## config.mk

```make
export PLATFORM = sky130hd
export DESIGN_NAME = axi_intc_servicer
export DESIGN_NICKNAME = d
export VERILOG_FILES = /design/src/rtl/axi_intc_svc_pkg.sv /design/src/rtl/axi_lite_single_master.sv /design/src/rtl/axi_intc_servicer.sv
export SDC_FILE = /design/constraint.sdc
export NUM_CORES = 1
export LEC_CHECK = 0
export ABC_AREA = 1
export BUFFER_PORTS_ARGS = -buffer_cell sky130_fd_sc_hd__buf_4
export CELL_PAD_IN_SITES_DETAIL_PLACEMENT = 2
export CELL_PAD_IN_SITES_GLOBAL_PLACEMENT = 2
export CORE_MARGIN = 4
export CORE_UTILIZATION = 30
export DETAILED_ROUTE_END_ITERATION = 12
export MAX_ROUTING_LAYER = met4
export PLACE_DENSITY = 0.84
export RECOVER_POWER = 100
export SLEW_MARGIN = 20
export SYNTH_ARGS = -nofsm -noshare
export SYNTH_HDL_FRONTEND = slang
export SYNTH_HIERARCHICAL = 1
export SYNTH_SLANG_ARGS = --single-unit
```

## constraint.sdc

```tcl
create_clock -name processor_clk -period 2 [get_ports processor_clk]
set_input_delay 0.3 -clock processor_clk [delete_from_list [all_inputs] [get_ports processor_clk]]
set_output_delay 0.3 -clock processor_clk [all_outputs]
set_load 0.01 [all_outputs]
```

## src/rtl/axi_intc_svc_pkg.sv

```systemverilog
// Package for the interrupt-controller servicer.
// Holds register offsets, AXI response codes, the IVR "no interrupt" value,
// and the state encodings for the servicer FSM and the single-beat engine.
// Optional feature macro used by the top: AXI_INTC_SVC_STATS_EN.
package axi_intc_svc_pkg;

  localparam logic [8:0]  IER_ADDR  = 9'h008;
  localparam logic [8:0]  IAR_ADDR  = 9'h00C;
  localparam logic [8:0]  IVR_ADDR  = 9'h018;
  localparam logic [8:0]  MER_ADDR  = 9'h01C;

  localparam logic [1:0]  RESP_OKAY = 2'b00;

  // IVR reads back all ones when no enabled interrupt is pending.
  localparam logic [31:0] IVR_NONE  = 32'hFFFF_FFFF;

  // MER: master enable plus hardware interrupt enable.
  localparam logic [31:0] MER_VALUE = 32'h0000_0003;

  typedef enum logic [2:0] {
    ST_INIT_IER,
    ST_INIT_MER,
    ST_IDLE,
    ST_RD_IVR,
    ST_EMIT,
    ST_WR_IAR,
    ST_GUARD
  } svc_state_t;

  typedef enum logic [2:0] {
    PH_IDLE,
    PH_WADDR,
    PH_WRESP,
    PH_RADDR,
    PH_RDATA
  } phase_t;

endpackage

```

## src/rtl/axi_lite_single_master.sv

```systemverilog
// Single-beat AXI4-Lite initiator. Holds one transaction at a time.
// Ports:
//   clk, rst            : clock and asynchronous active-high reset
//   req/req_write       : start a write (1) or read (0) while the engine is idle
//   req_addr/req_wdata  : address and write data, captured at start
//   done                : one-cycle strobe in the cycle the B or R beat is accepted
//   resp/rdata          : response code and read data, valid alongside done
//   m_axi_*             : AXI4-Lite master channels (all outputs registered)
module axi_lite_single_master
  import axi_intc_svc_pkg::*;
(
  input  logic        clk,
  input  logic        rst,
  input  logic        req,
  input  logic        req_write,
  input  logic [8:0]  req_addr,
  input  logic [31:0] req_wdata,
  output logic        done,
  output logic [1:0]  resp,
  output logic [31:0] rdata,
  output logic [8:0]  m_axi_awaddr,
  output logic        m_axi_awvalid,
  input  logic        m_axi_awready,
  output logic [31:0] m_axi_wdata,
  output logic [3:0]  m_axi_wstrb,
  output logic        m_axi_wvalid,
  input  logic        m_axi_wready,
  input  logic [1:0]  m_axi_bresp,
  input  logic        m_axi_bvalid,
  output logic        m_axi_bready,
  output logic [8:0]  m_axi_araddr,
  output logic        m_axi_arvalid,
  input  logic        m_axi_arready,
  input  logic [31:0] m_axi_rdata,
  input  logic [1:0]  m_axi_rresp,
  input  logic        m_axi_rvalid,
  output logic        m_axi_rready
);

  phase_t      phase_reg;
  logic [8:0]  awaddr_reg, araddr_reg;
  logic [31:0] wdata_reg;
  logic        awvalid_reg, wvalid_reg, bready_reg, arvalid_reg, rready_reg;

  logic aw_hs, w_hs, b_hs, ar_hs, r_hs;
  assign aw_hs = awvalid_reg && m_axi_awready;
  assign w_hs  = wvalid_reg  && m_axi_wready;
  assign b_hs  = bready_reg  && m_axi_bvalid;
  assign ar_hs = arvalid_reg && m_axi_arready;
  assign r_hs  = rready_reg  && m_axi_rvalid;

  always_ff @(posedge clk or posedge rst) begin
    if (rst) begin
      phase_reg   <= PH_IDLE;
      awaddr_reg  <= '0;
      araddr_reg  <= '0;
      wdata_reg   <= '0;
      awvalid_reg <= 1'b0;
      wvalid_reg  <= 1'b0;
      bready_reg  <= 1'b0;
      arvalid_reg <= 1'b0;
      rready_reg  <= 1'b0;
    end else begin
      case (phase_reg)
        PH_IDLE: begin
          if (req) begin
            if (req_write) begin
              awaddr_reg  <= req_addr;
              wdata_reg   <= req_wdata;
              awvalid_reg <= 1'b1;
              wvalid_reg  <= 1'b1;
              phase_reg   <= PH_WADDR;
            end else begin
              araddr_reg  <= req_addr;
              arvalid_reg <= 1'b1;
              phase_reg   <= PH_RADDR;
            end
          end
        end
        PH_WADDR: begin
          if (aw_hs) awvalid_reg <= 1'b0;
          if (w_hs)  wvalid_reg  <= 1'b0;
          // Both channels accepted (earlier or on this edge): open the B channel.
          if ((aw_hs || !awvalid_reg) && (w_hs || !wvalid_reg)) begin
            bready_reg <= 1'b1;
            phase_reg  <= PH_WRESP;
          end
        end
        PH_WRESP: begin
          if (b_hs) begin
            bready_reg <= 1'b0;
            phase_reg  <= PH_IDLE;
          end
        end
        PH_RADDR: begin
          if (ar_hs) begin
            arvalid_reg <= 1'b0;
            rready_reg  <= 1'b1;
            phase_reg   <= PH_RDATA;
          end
        end
        PH_RDATA: begin
          if (r_hs) begin
            rready_reg <= 1'b0;
            phase_reg  <= PH_IDLE;
          end
        end
        default: phase_reg <= PH_IDLE;
      endcase
    end
  end

  // bready is only ever high during a write response, so it selects the source.
  assign done  = b_hs || r_hs;
  assign resp  = bready_reg ? m_axi_bresp : m_axi_rresp;
  assign rdata = m_axi_rdata;

  assign m_axi_awaddr  = awaddr_reg;
  assign m_axi_awvalid = awvalid_reg;
  assign m_axi_wdata   = wdata_reg;
  assign m_axi_wstrb   = 4'hF;
  assign m_axi_wvalid  = wvalid_reg;
  assign m_axi_bready  = bready_reg;
  assign m_axi_araddr  = araddr_reg;
  assign m_axi_arvalid = arvalid_reg;
  assign m_axi_rready  = rready_reg;

endmodule

```

## src/rtl/axi_intc_servicer.sv

```systemverilog
// Hardware interrupt servicer for the AXI interrupt controller.
// Programs IER and MER after reset, then for each level irq reads IVR,
// presents the decoded ID on a valid/ready event port and acknowledges
// through IAR, followed by a short guard interval.
// Ports:
//   processor_clk, processor_rst : clock, asynchronous active-high reset
//   m_axi_*                      : AXI4-Lite master to the controller's slave
//   irq                          : level interrupt input
//   evt_valid/evt_ready/evt_id   : serviced-interrupt handshake
//   init_done, busy, err         : status (err is sticky)
//   svc_count, spurious_count    : saturating counters, only when
//                                  AXI_INTC_SVC_STATS_EN is defined
module axi_intc_servicer
  import axi_intc_svc_pkg::*;
#(
  parameter logic [31:0] ENABLE_MASK  = 32'hFFFF_FFFF,
  parameter int          GUARD_CYCLES = 2
) (
  input  logic        processor_clk,
  input  logic        processor_rst,
  output logic [8:0]  m_axi_awaddr,
  output logic        m_axi_awvalid,
  input  logic        m_axi_awready,
  output logic [31:0] m_axi_wdata,
  output logic [3:0]  m_axi_wstrb,
  output logic        m_axi_wvalid,
  input  logic        m_axi_wready,
  input  logic [1:0]  m_axi_bresp,
  input  logic        m_axi_bvalid,
  output logic        m_axi_bready,
  output logic [8:0]  m_axi_araddr,
  output logic        m_axi_arvalid,
  input  logic        m_axi_arready,
  input  logic [31:0] m_axi_rdata,
  input  logic [1:0]  m_axi_rresp,
  input  logic        m_axi_rvalid,
  output logic        m_axi_rready,
  input  logic        irq,
  output logic        evt_valid,
  input  logic        evt_ready,
  output logic [4:0]  evt_id,
  output logic        init_done,
  output logic        busy,
  output logic        err
`ifdef AXI_INTC_SVC_STATS_EN
  ,
  output logic [31:0] svc_count,
  output logic [31:0] spurious_count
`endif
);

  svc_state_t  state_reg, state_next;

  logic        eng_req, eng_write, eng_done;
  logic [8:0]  eng_addr;
  logic [31:0] eng_wdata, eng_rdata;
  logic [1:0]  eng_resp;

  logic        evt_valid_reg, init_done_reg, busy_reg, err_reg;
  logic [4:0]  evt_id_reg;
  logic [3:0]  guard_cnt_reg;
  logic        ivr_spurious;

  // A failed read is treated like "nothing pending": no event, no acknowledge.
  assign ivr_spurious = (eng_resp != RESP_OKAY) || (eng_rdata == IVR_NONE);

  axi_lite_single_master u_master (
    .clk           (processor_clk),
    .rst           (processor_rst),
    .req           (eng_req),
    .req_write     (eng_write),
    .req_addr      (eng_addr),
    .req_wdata     (eng_wdata),
    .done          (eng_done),
    .resp          (eng_resp),
    .rdata         (eng_rdata),
    .m_axi_awaddr  (m_axi_awaddr),
    .m_axi_awvalid (m_axi_awvalid),
    .m_axi_awready (m_axi_awready),
    .m_axi_wdata   (m_axi_wdata),
    .m_axi_wstrb   (m_axi_wstrb),
    .m_axi_wvalid  (m_axi_wvalid),
    .m_axi_wready  (m_axi_wready),
    .m_axi_bresp   (m_axi_bresp),
    .m_axi_bvalid  (m_axi_bvalid),
    .m_axi_bready  (m_axi_bready),
    .m_axi_araddr  (m_axi_araddr),
    .m_axi_arvalid (m_axi_arvalid),
    .m_axi_arready (m_axi_arready),
    .m_axi_rdata   (m_axi_rdata),
    .m_axi_rresp   (m_axi_rresp),
    .m_axi_rvalid  (m_axi_rvalid),
    .m_axi_rready  (m_axi_rready)
  );

  always_ff @(posedge processor_clk or posedge processor_rst) begin
    if (processor_rst) state_reg <= ST_INIT_IER;
    else               state_reg <= state_next;
  end

  // Transaction states hold req high; the engine ignores it until idle and
  // finishes on the same edge the FSM leaves the state, so no re-issue.
  always_comb begin
    state_next = state_reg;
    eng_req    = 1'b0;
    eng_write  = 1'b0;
    eng_addr   = '0;
    eng_wdata  = '0;
    case (state_reg)
      ST_INIT_IER: begin
        eng_req   = 1'b1;
        eng_write = 1'b1;
        eng_addr  = IER_ADDR;
        eng_wdata = ENABLE_MASK;
        if (eng_done) state_next = ST_INIT_MER;
      end
      ST_INIT_MER: begin
        eng_req   = 1'b1;
        eng_write = 1'b1;
        eng_addr  = MER_ADDR;
        eng_wdata = MER_VALUE;
        if (eng_done) state_next = ST_IDLE;
      end
      ST_IDLE: begin
        if (irq) state_next = ST_RD_IVR;
      end
      ST_RD_IVR: begin
        eng_req  = 1'b1;
        eng_addr = IVR_ADDR;
        if (eng_done) state_next = ivr_spurious ? ST_IDLE : ST_EMIT;
      end
      ST_EMIT: begin
        if (evt_valid_reg && evt_ready) state_next = ST_WR_IAR;
      end
      ST_WR_IAR: begin
        eng_req   = 1'b1;
        eng_write = 1'b1;
        eng_addr  = IAR_ADDR;
        eng_wdata = 32'd1 << evt_id_reg;
        if (eng_done) state_next = ST_GUARD;
      end
      ST_GUARD: begin
        if (guard_cnt_reg == 4'd0) state_next = ST_IDLE;
      end
      default: state_next = ST_INIT_IER;
    endcase
  end

  always_ff @(posedge processor_clk or posedge processor_rst) begin
    if (processor_rst) begin
      evt_valid_reg <= 1'b0;
      evt_id_reg    <= '0;
      init_done_reg <= 1'b0;
      busy_reg      <= 1'b1;
      err_reg       <= 1'b0;
      guard_cnt_reg <= '0;
    end else begin
      // Rises the cycle after EMIT is entered, drops on the handshake edge.
      evt_valid_reg <= (state_reg == ST_EMIT) && !(evt_valid_reg && evt_ready);
      if (state_reg == ST_RD_IVR && eng_done && !ivr_spurious)
        evt_id_reg <= eng_rdata[4:0];
      if (state_reg == ST_INIT_MER && eng_done)
        init_done_reg <= 1'b1;
      if (eng_done && eng_resp != RESP_OKAY)
        err_reg <= 1'b1;
      busy_reg <= (state_next != ST_IDLE);
      // Loaded with N-1 on entry so exactly N edges are spent in GUARD.
      if (state_next == ST_GUARD && state_reg != ST_GUARD)
        guard_cnt_reg <= 4'(GUARD_CYCLES - 1);
      else if (state_reg == ST_GUARD && guard_cnt_reg != 4'd0)
        guard_cnt_reg <= guard_cnt_reg - 4'd1;
    end
  end

  assign evt_valid = evt_valid_reg;
  assign evt_id    = evt_id_reg;
  assign init_done = init_done_reg;
  assign busy      = busy_reg;
  assign err       = err_reg;

`ifdef AXI_INTC_SVC_STATS_EN
  logic [31:0] svc_count_reg, spurious_count_reg;

  always_ff @(posedge processor_clk or posedge processor_rst) begin
    if (processor_rst) begin
      svc_count_reg      <= '0;
      spurious_count_reg <= '0;
    end else begin
      if (evt_valid_reg && evt_ready && svc_count_reg != 32'hFFFF_FFFF)
        svc_count_reg <= svc_count_reg + 32'd1;
      if (state_reg == ST_RD_IVR && eng_done && ivr_spurious &&
          spurious_count_reg != 32'hFFFF_FFFF)
        spurious_count_reg <= spurious_count_reg + 32'd1;
    end
  end

  assign svc_count      = svc_count_reg;
  assign spurious_count = spurious_count_reg;
`endif

endmodule

```

Word-level counts from Yosys, hierarchy flattened
Cells that the tools add are included.

storage, ports and cells
  flip-flop bits (word level) = 74
  input bits = 45
  output and inout port bits = 68
  word-level logic and storage cells = 123

cells by class
  add/sub/neg operators = 1
  equal/unequal tests = 23
  shifts and indexed selects = 1
  muxes and demuxes = 39
  bitwise gates (word level) = 1
  reduce and logical (&&, ||, !) cells = 42

operators with widths
  cell                    number
  $pmux W32 S3            1
  $mux W3                 13
  $eq A32 B32 Y1 const B  1
  $shl A1 B5 Y32 const A  1
  $pmux W3 S7             1
  $pmux W5 S4             1
  $eq A3 B3 Y1 const B    5
  $pmux W3 S5             1
  $logic_and A1 B1 Y1     14
  $mux W1                 13
  $eq A3 B2 Y1 const B    4
  $ne A2 B1 Y1 const B    6
  $reduce_and A3 Y1       4
  $reduce_and A4 Y1       3
  $reduce_bool A2 Y1      6
  $pmux W1 S2             5
  $mux W4                 2
  $eq A3 B1 Y1 const B    2
  $logic_not A3 Y1        2
  $ne A2 B2 Y1 const B    3
  $reduce_and A5 Y1       1
  $logic_not A1 Y1        4
  $logic_not A4 Y1        1
  $logic_or A1 B1 Y1      4
  other kinds (8)         9

Logic depth before layout (Yosys ltp)
  depth after elaboration = 9
  gate-level depth with buffers = 11
  gate-level depth less buffers = 11

Hierarchy
Netlist, hierarchy kept.

by module, submodules not included
  module                  instances  cells an instance  area an instance (µm²)  seq. area each (µm²)
  axi_lite_single_master  1          309                2,836.5                 1,451.4
  axi_intc_servicer       1          198                1,260.0                 401.6

Worst setup path after synthesis
Ideal clock, no wire load.

  path type = reg-to-reg
  start = register u_master.bready_reg (netlist: u_master/m_axi_bready)
  end = register evt_id_reg[1] (netlist: evt_id[1])
  library setup time = 0.121 ns
  data arrival time = 1.397 ns
  required time = 1.879 ns
  path slack = 0.482 ns
  cell stages (with the launch flop) = 7
  path buffers = 1
  clock period less this slack = 1.518 ns
  cells stage by stage = dfrtp_1 mux2_2 nor3_1 nand3_1 buf_2 nand2_1 o21ai_1

on the way
  cells in the longest elaborated chain, start to end = 5
  elaborated cells on any way between the ends = 8
  classes of those cells = 1 x mux; 7 x reduce/logical

ends and longest elaborated chain
  item                    RTL line                       RTL
  from (decl)             axi_lite_single_master.sv:43   logic awvalid_reg, wvalid_reg, bready_reg, arvalid_reg, rready_reg;
  from (signal assigned)  axi_lite_single_master.sv:60   bready_reg <= 1'b0;
  from (signal assigned)  axi_lite_single_master.sv:85   bready_reg <= 1'b1;
  from (signal assigned)  axi_lite_single_master.sv:91   bready_reg <= 1'b0;
  $mux W2                 axi_lite_single_master.sv:115  assign resp = bready_reg ? m_axi_bresp : m_axi_rresp;
  net eng_resp[1]         axi_intc_servicer.sv:57        logic [1:0] eng_resp;
  $reduce_bool A2 Y1      axi_intc_servicer.sv:65        assign ivr_spurious = (eng_resp != RESP_OKAY) || (eng_rdata == IVR_NONE);
  $logic_or A1 B1 Y1      axi_intc_servicer.sv:65
  $logic_not A1 Y1        axi_intc_servicer.sv:160       if (state_reg == ST_RD_IVR && eng_done && !ivr_spurious)
  $logic_and A1 B1 Y1     axi_intc_servicer.sv:160
  to (signal assigned)    axi_intc_servicer.sv:161       evt_id_reg <= eng_rdata[4:0];
  to (decl)               axi_intc_servicer.sv:60        logic [4:0] evt_id_reg;

The timed path passes the listed nets, and every way through them passes these cells.
A chain may end at the register's enable or synchronous reset.

Worst setup path in the final report
  start = register state_reg[0]
  end = register u_master.awaddr_reg[2] (netlist: u_master/m_axi_awaddr[2])

on the way
  cells in the longest elaborated chain, start to end = 4
  elaborated cells on any way between the ends = 10
  classes of those cells = 3 x eq/ne; 3 x mux; 4 x reduce/logical

ends and longest elaborated chain
  item                                  RTL line                      RTL
  from (decl)                           axi_intc_servicer.sv:52       svc_state_t state_reg, state_next;
  from (signal assigned)                axi_intc_servicer.sv:98       else state_reg <= state_next;
  $eq A3 B2 Y1 (tied with other cells)  axi_intc_servicer.sv:109      case (state_reg)
  $reduce_or A4 Y1 (no source line) *   --
  $mux W1 *                             axi_intc_servicer.sv:109
  net eng_req                           axi_intc_servicer.sv:54       logic eng_req, eng_write, eng_done;
  $reduce_and A3 Y1 (no source line) *  --
  to (signal assigned)                  axi_lite_single_master.sv:68  awaddr_reg <= req_addr;
  to (decl)                             axi_lite_single_master.sv:41  logic [8:0] awaddr_reg, araddr_reg;

The timed path passes the listed nets; every way through them passes the cells marked *.

==> impl_metrics.yaml <==
power_and_ir_drop:
  powerDensity_nw_per_um2: 1667
  intPower_mw: 4.201
  swShare: 0.4676
  clkPwrFrac: 0.191
  vdd_drop_max_v: 0.0006755
  p_leak_nw: 2.236
  power_frac_comb: 0.461
  seq_power_share: 0.348
  switching_power_mw: 3.689
logic_synthesis:
  synth-xor-area-share: 0.002138
  synthMuxAreaShare: 0.005498
  ys_async_sr_fraction: 1.000
  synth_edf_count: 0
  ys_warn_count: 6
  synthAdderAreaFrac: 0.003054
  avgSynthCellArea_um2: 8.080
  synthSimpleGateAreaFrac: 0.2016
  synthDistinctLibCells: 36
  synth_area_um2: 4096
  synth_common_cells: "nand2_1, inv_1, dfrtp_1"
  netlist_top_cells_area: "dfrtp_1, nand2_1, inv_1"
  synth_top_family_by_area: "simple AND/OR/NAND/NOR gates"
  synth_seq_cells: 74
  ys_seq_area_frac: 0.4524
  synth.most_common_cell: "nand2_1"
  synth_compound_area_frac: 0.1524
  netlist_instances: 507
  ys.flop_type: "dfrtp_1"
  netlist.area_leader.share: 0.4459
  synth_area_leader_cell: "dfrtp_1"
setup_path:
  cpPeakStageDelay_ns: 0.39
  cp_slowest_cell: "dfrtp_1"
  r2r-start: "state_reg[0]"
  required_ns: 2.20
  cp-end-kind: "flip-flop"
  crit_fanout: 16
  timing.rr.end: "u_master/m_axi_awaddr[2]"
  cp-startpoint: "state_reg[0]"
  startpoint_type: "flip-flop"
  crit_type: "reg2reg"
  cp_common_cell: "nand2_1"
  arrival_ns: 2.03
  critPathCapture: "u_master/m_axi_awaddr[2]"
  reg2reg_depth: 8
  cp_cell_sequence: "inv_1, nor2_1, nand2_1, nand3_2, nand4_1, clkbuf_2, nand2_1, o21ai_0"
  reg2reg_slack_ns: 0.18
timing:
  fmax_mhz: 548.7
  fin_crit_sh: 0.9112
  rsz0062_at_grt: "false"
  fin_ws_ns: 0.1776
  period_minus_slack_ns: 1.822
  finalMaxSlewViolations: 0
  skew_ns: 0.01018
  hold_slack_ns: 0.05280
  setup_viol: 0
  tns_ns: 0
  slew_headroom: 0.3294
  worstMarginPinSlew_ns: 1.006
  hold_viol: 0
final_layout:
  nets: 627
  seq_area_um2: 1853
  drive_gt1_frac: 0.1504
  n_antenna_cell: 0
  multi_input_area_um2: 1468
  largest_reg_flops: 32
  final_cells: 761
  fillers: 1574
  area_growth_pct: 15.55
detailed_routing:
  drtIter0Drc: 132
  drc: 0
  viasPerCell: 4.652
  wl_met2_um: 6150
  finalWirelength_um: 12130
  wl_per_cell_um: 15.94
  ant_nets: 0
  dr.max_layer_used: "met4"
  vias: 3540
  wl_met1_um: 5303
  met3_length_um: 479
  firstDrtPassIters: 4
floorplanning:
  die-height_um: 124.9
  pin_count: 113
  start_util: 0.3081
  core_area_um2: 13300
  die_w_um: 124.9
  die_area_um2: 15590
  core.rowCount: 42
global_route:
  grt_max_degree: 69
  antenna_found_initial: 0
  grt_pass1_wl_um: 20220
  grt_pass1_vias: 3909
  grt-ovfl-total: 0
  grt_usage: 0.1628
clocking:
  post_cts_buffers: 0
  cts-buffers-inserted: 9
  cts_max_level: 3
  clock-root-buffer: "clkbuf_16"
  cts_resized: 0
  cts_buffer_depth: 2
  cts.hold.buffers_added: 0
  cts_tree: "yes"
  worstSkewPairLatency_ns: 0.34
  cts_sinks: 74
  path_clk_slew_ns: 0.06
placement:
  io_buffers: 108
  place.gp.congestion: 0.7586
  dp.cells: 746
  place_ws_ns: 0.1111
  dpl.hpwl_um: 9188
flow_run:
  maxCapViolCount: 0
run_status:
  status: "complete, no violations"
hold_path:
  min_path_type: "in2async"
critical path: cells and delay by family (launching register included):
kind / cells / cell delay, ns
AND/OR/NAND/NOR: 5 / 0.78
AO/OA/AOI/OAI: 1 / 0.09
flip-flops: 1 / 0.39
buffers and inverters: 2 / 0.41
per-layer routing:
metal,track usage,vias up
li1,-,1702
met1,0.1981,1741
met2,0.2739,81
met3,0.02659,16
met4,0.05867,0
met5,-,-
power groups by stage:
stage,combinational [mW],clock [mW],sequential [mW]
2_1_floorplan,2.83,0,2.77
3_3_place_gp,4.16,0,2.73
3_5_place_dp,4.37,0,2.79
4_1_cts,4.43,1.55,2.78
5_1_grt,4.19,1.62,2.86
6_report,3.63,1.51,2.75
through the flow:
| stage | total power [mW] | utilization | cell area, um2 |
|---|---|---|---|
| final | 7.890 | 0.3560 | 4733 |
| after global routing | 8.672 | 0.3560 | 4733 |
| after CTS | 8.757 | 0.3811 | 5067 |
| after detailed placement | 7.164 | 0.3606 | 4795 |
| after global placement | 6.893 | 0.3606 | 4795 |
| after floorplan | 5.600 | - | 4126 |
how the worst min path moves through the flow:
stage / from / end / depth (start not counted)
floorplan: processor_rst / err / 1
global placement: processor_rst / u_master/m_axi_bready / 2
detailed placement: processor_rst / u_master/phase_reg[1] / 2
CTS: processor_rst / u_master/m_axi_bready / 2
global route: processor_rst / err / 2
finish: processor_rst / init_done / 2
layout make-up:
class | count | share of cell area
tap | 176 | 0.04652
sequential | 74 | 0.3915
timing repair buffer | 113 | 0.1293
inverter | 82 | 0.06503
clock buffer | 13 | 0.05498
clock inverter | 2 | 0.002643
multi-input combinational | 301 | 0.3101
kinds of logic (layout without fill, tap and decap cells):
logic type	count (synthesis)	after routing
other	2	10
AOI/OAI and AO/OA	100	100
DFF	74	74
muxes	2	2
and+or+nand+nor	187	187
xor gates and xnor gates	1	1
adders and majority gates	1	1
buffers and inverters	140	210
layout by cell type, fill, tap and decap left out, types with 2 or more instances in the layout:
| master | instances |
|---|---|
| nand2_1 | 117 |
| inv_1 | 79 |
| dfrtp_1 | 73 |
| clkbuf_1 | 67 |
| o21ai_0 | 52 |
| buf_4 | 44 |
| o21ai_1 | 28 |
| nor2_1 | 25 |
| nand4_1 | 16 |
| conb_1 | 10 |
| nand3_1 | 9 |
| clkbuf_16 | 9 |
| o21ai_2 | 9 |
| a21oi_1 | 6 |
| nor3_1 | 4 |
| nor2_2 | 3 |
| nor2_4 | 3 |
| inv_2 | 3 |
| nor4_1 | 3 |
| nand3_2 | 2 |
| clkbuf_8 | 2 |
| mux2_2 | 2 |
| clkbuf_2 | 2 |
No activity file was read; power rests on OpenSTA's default activity.
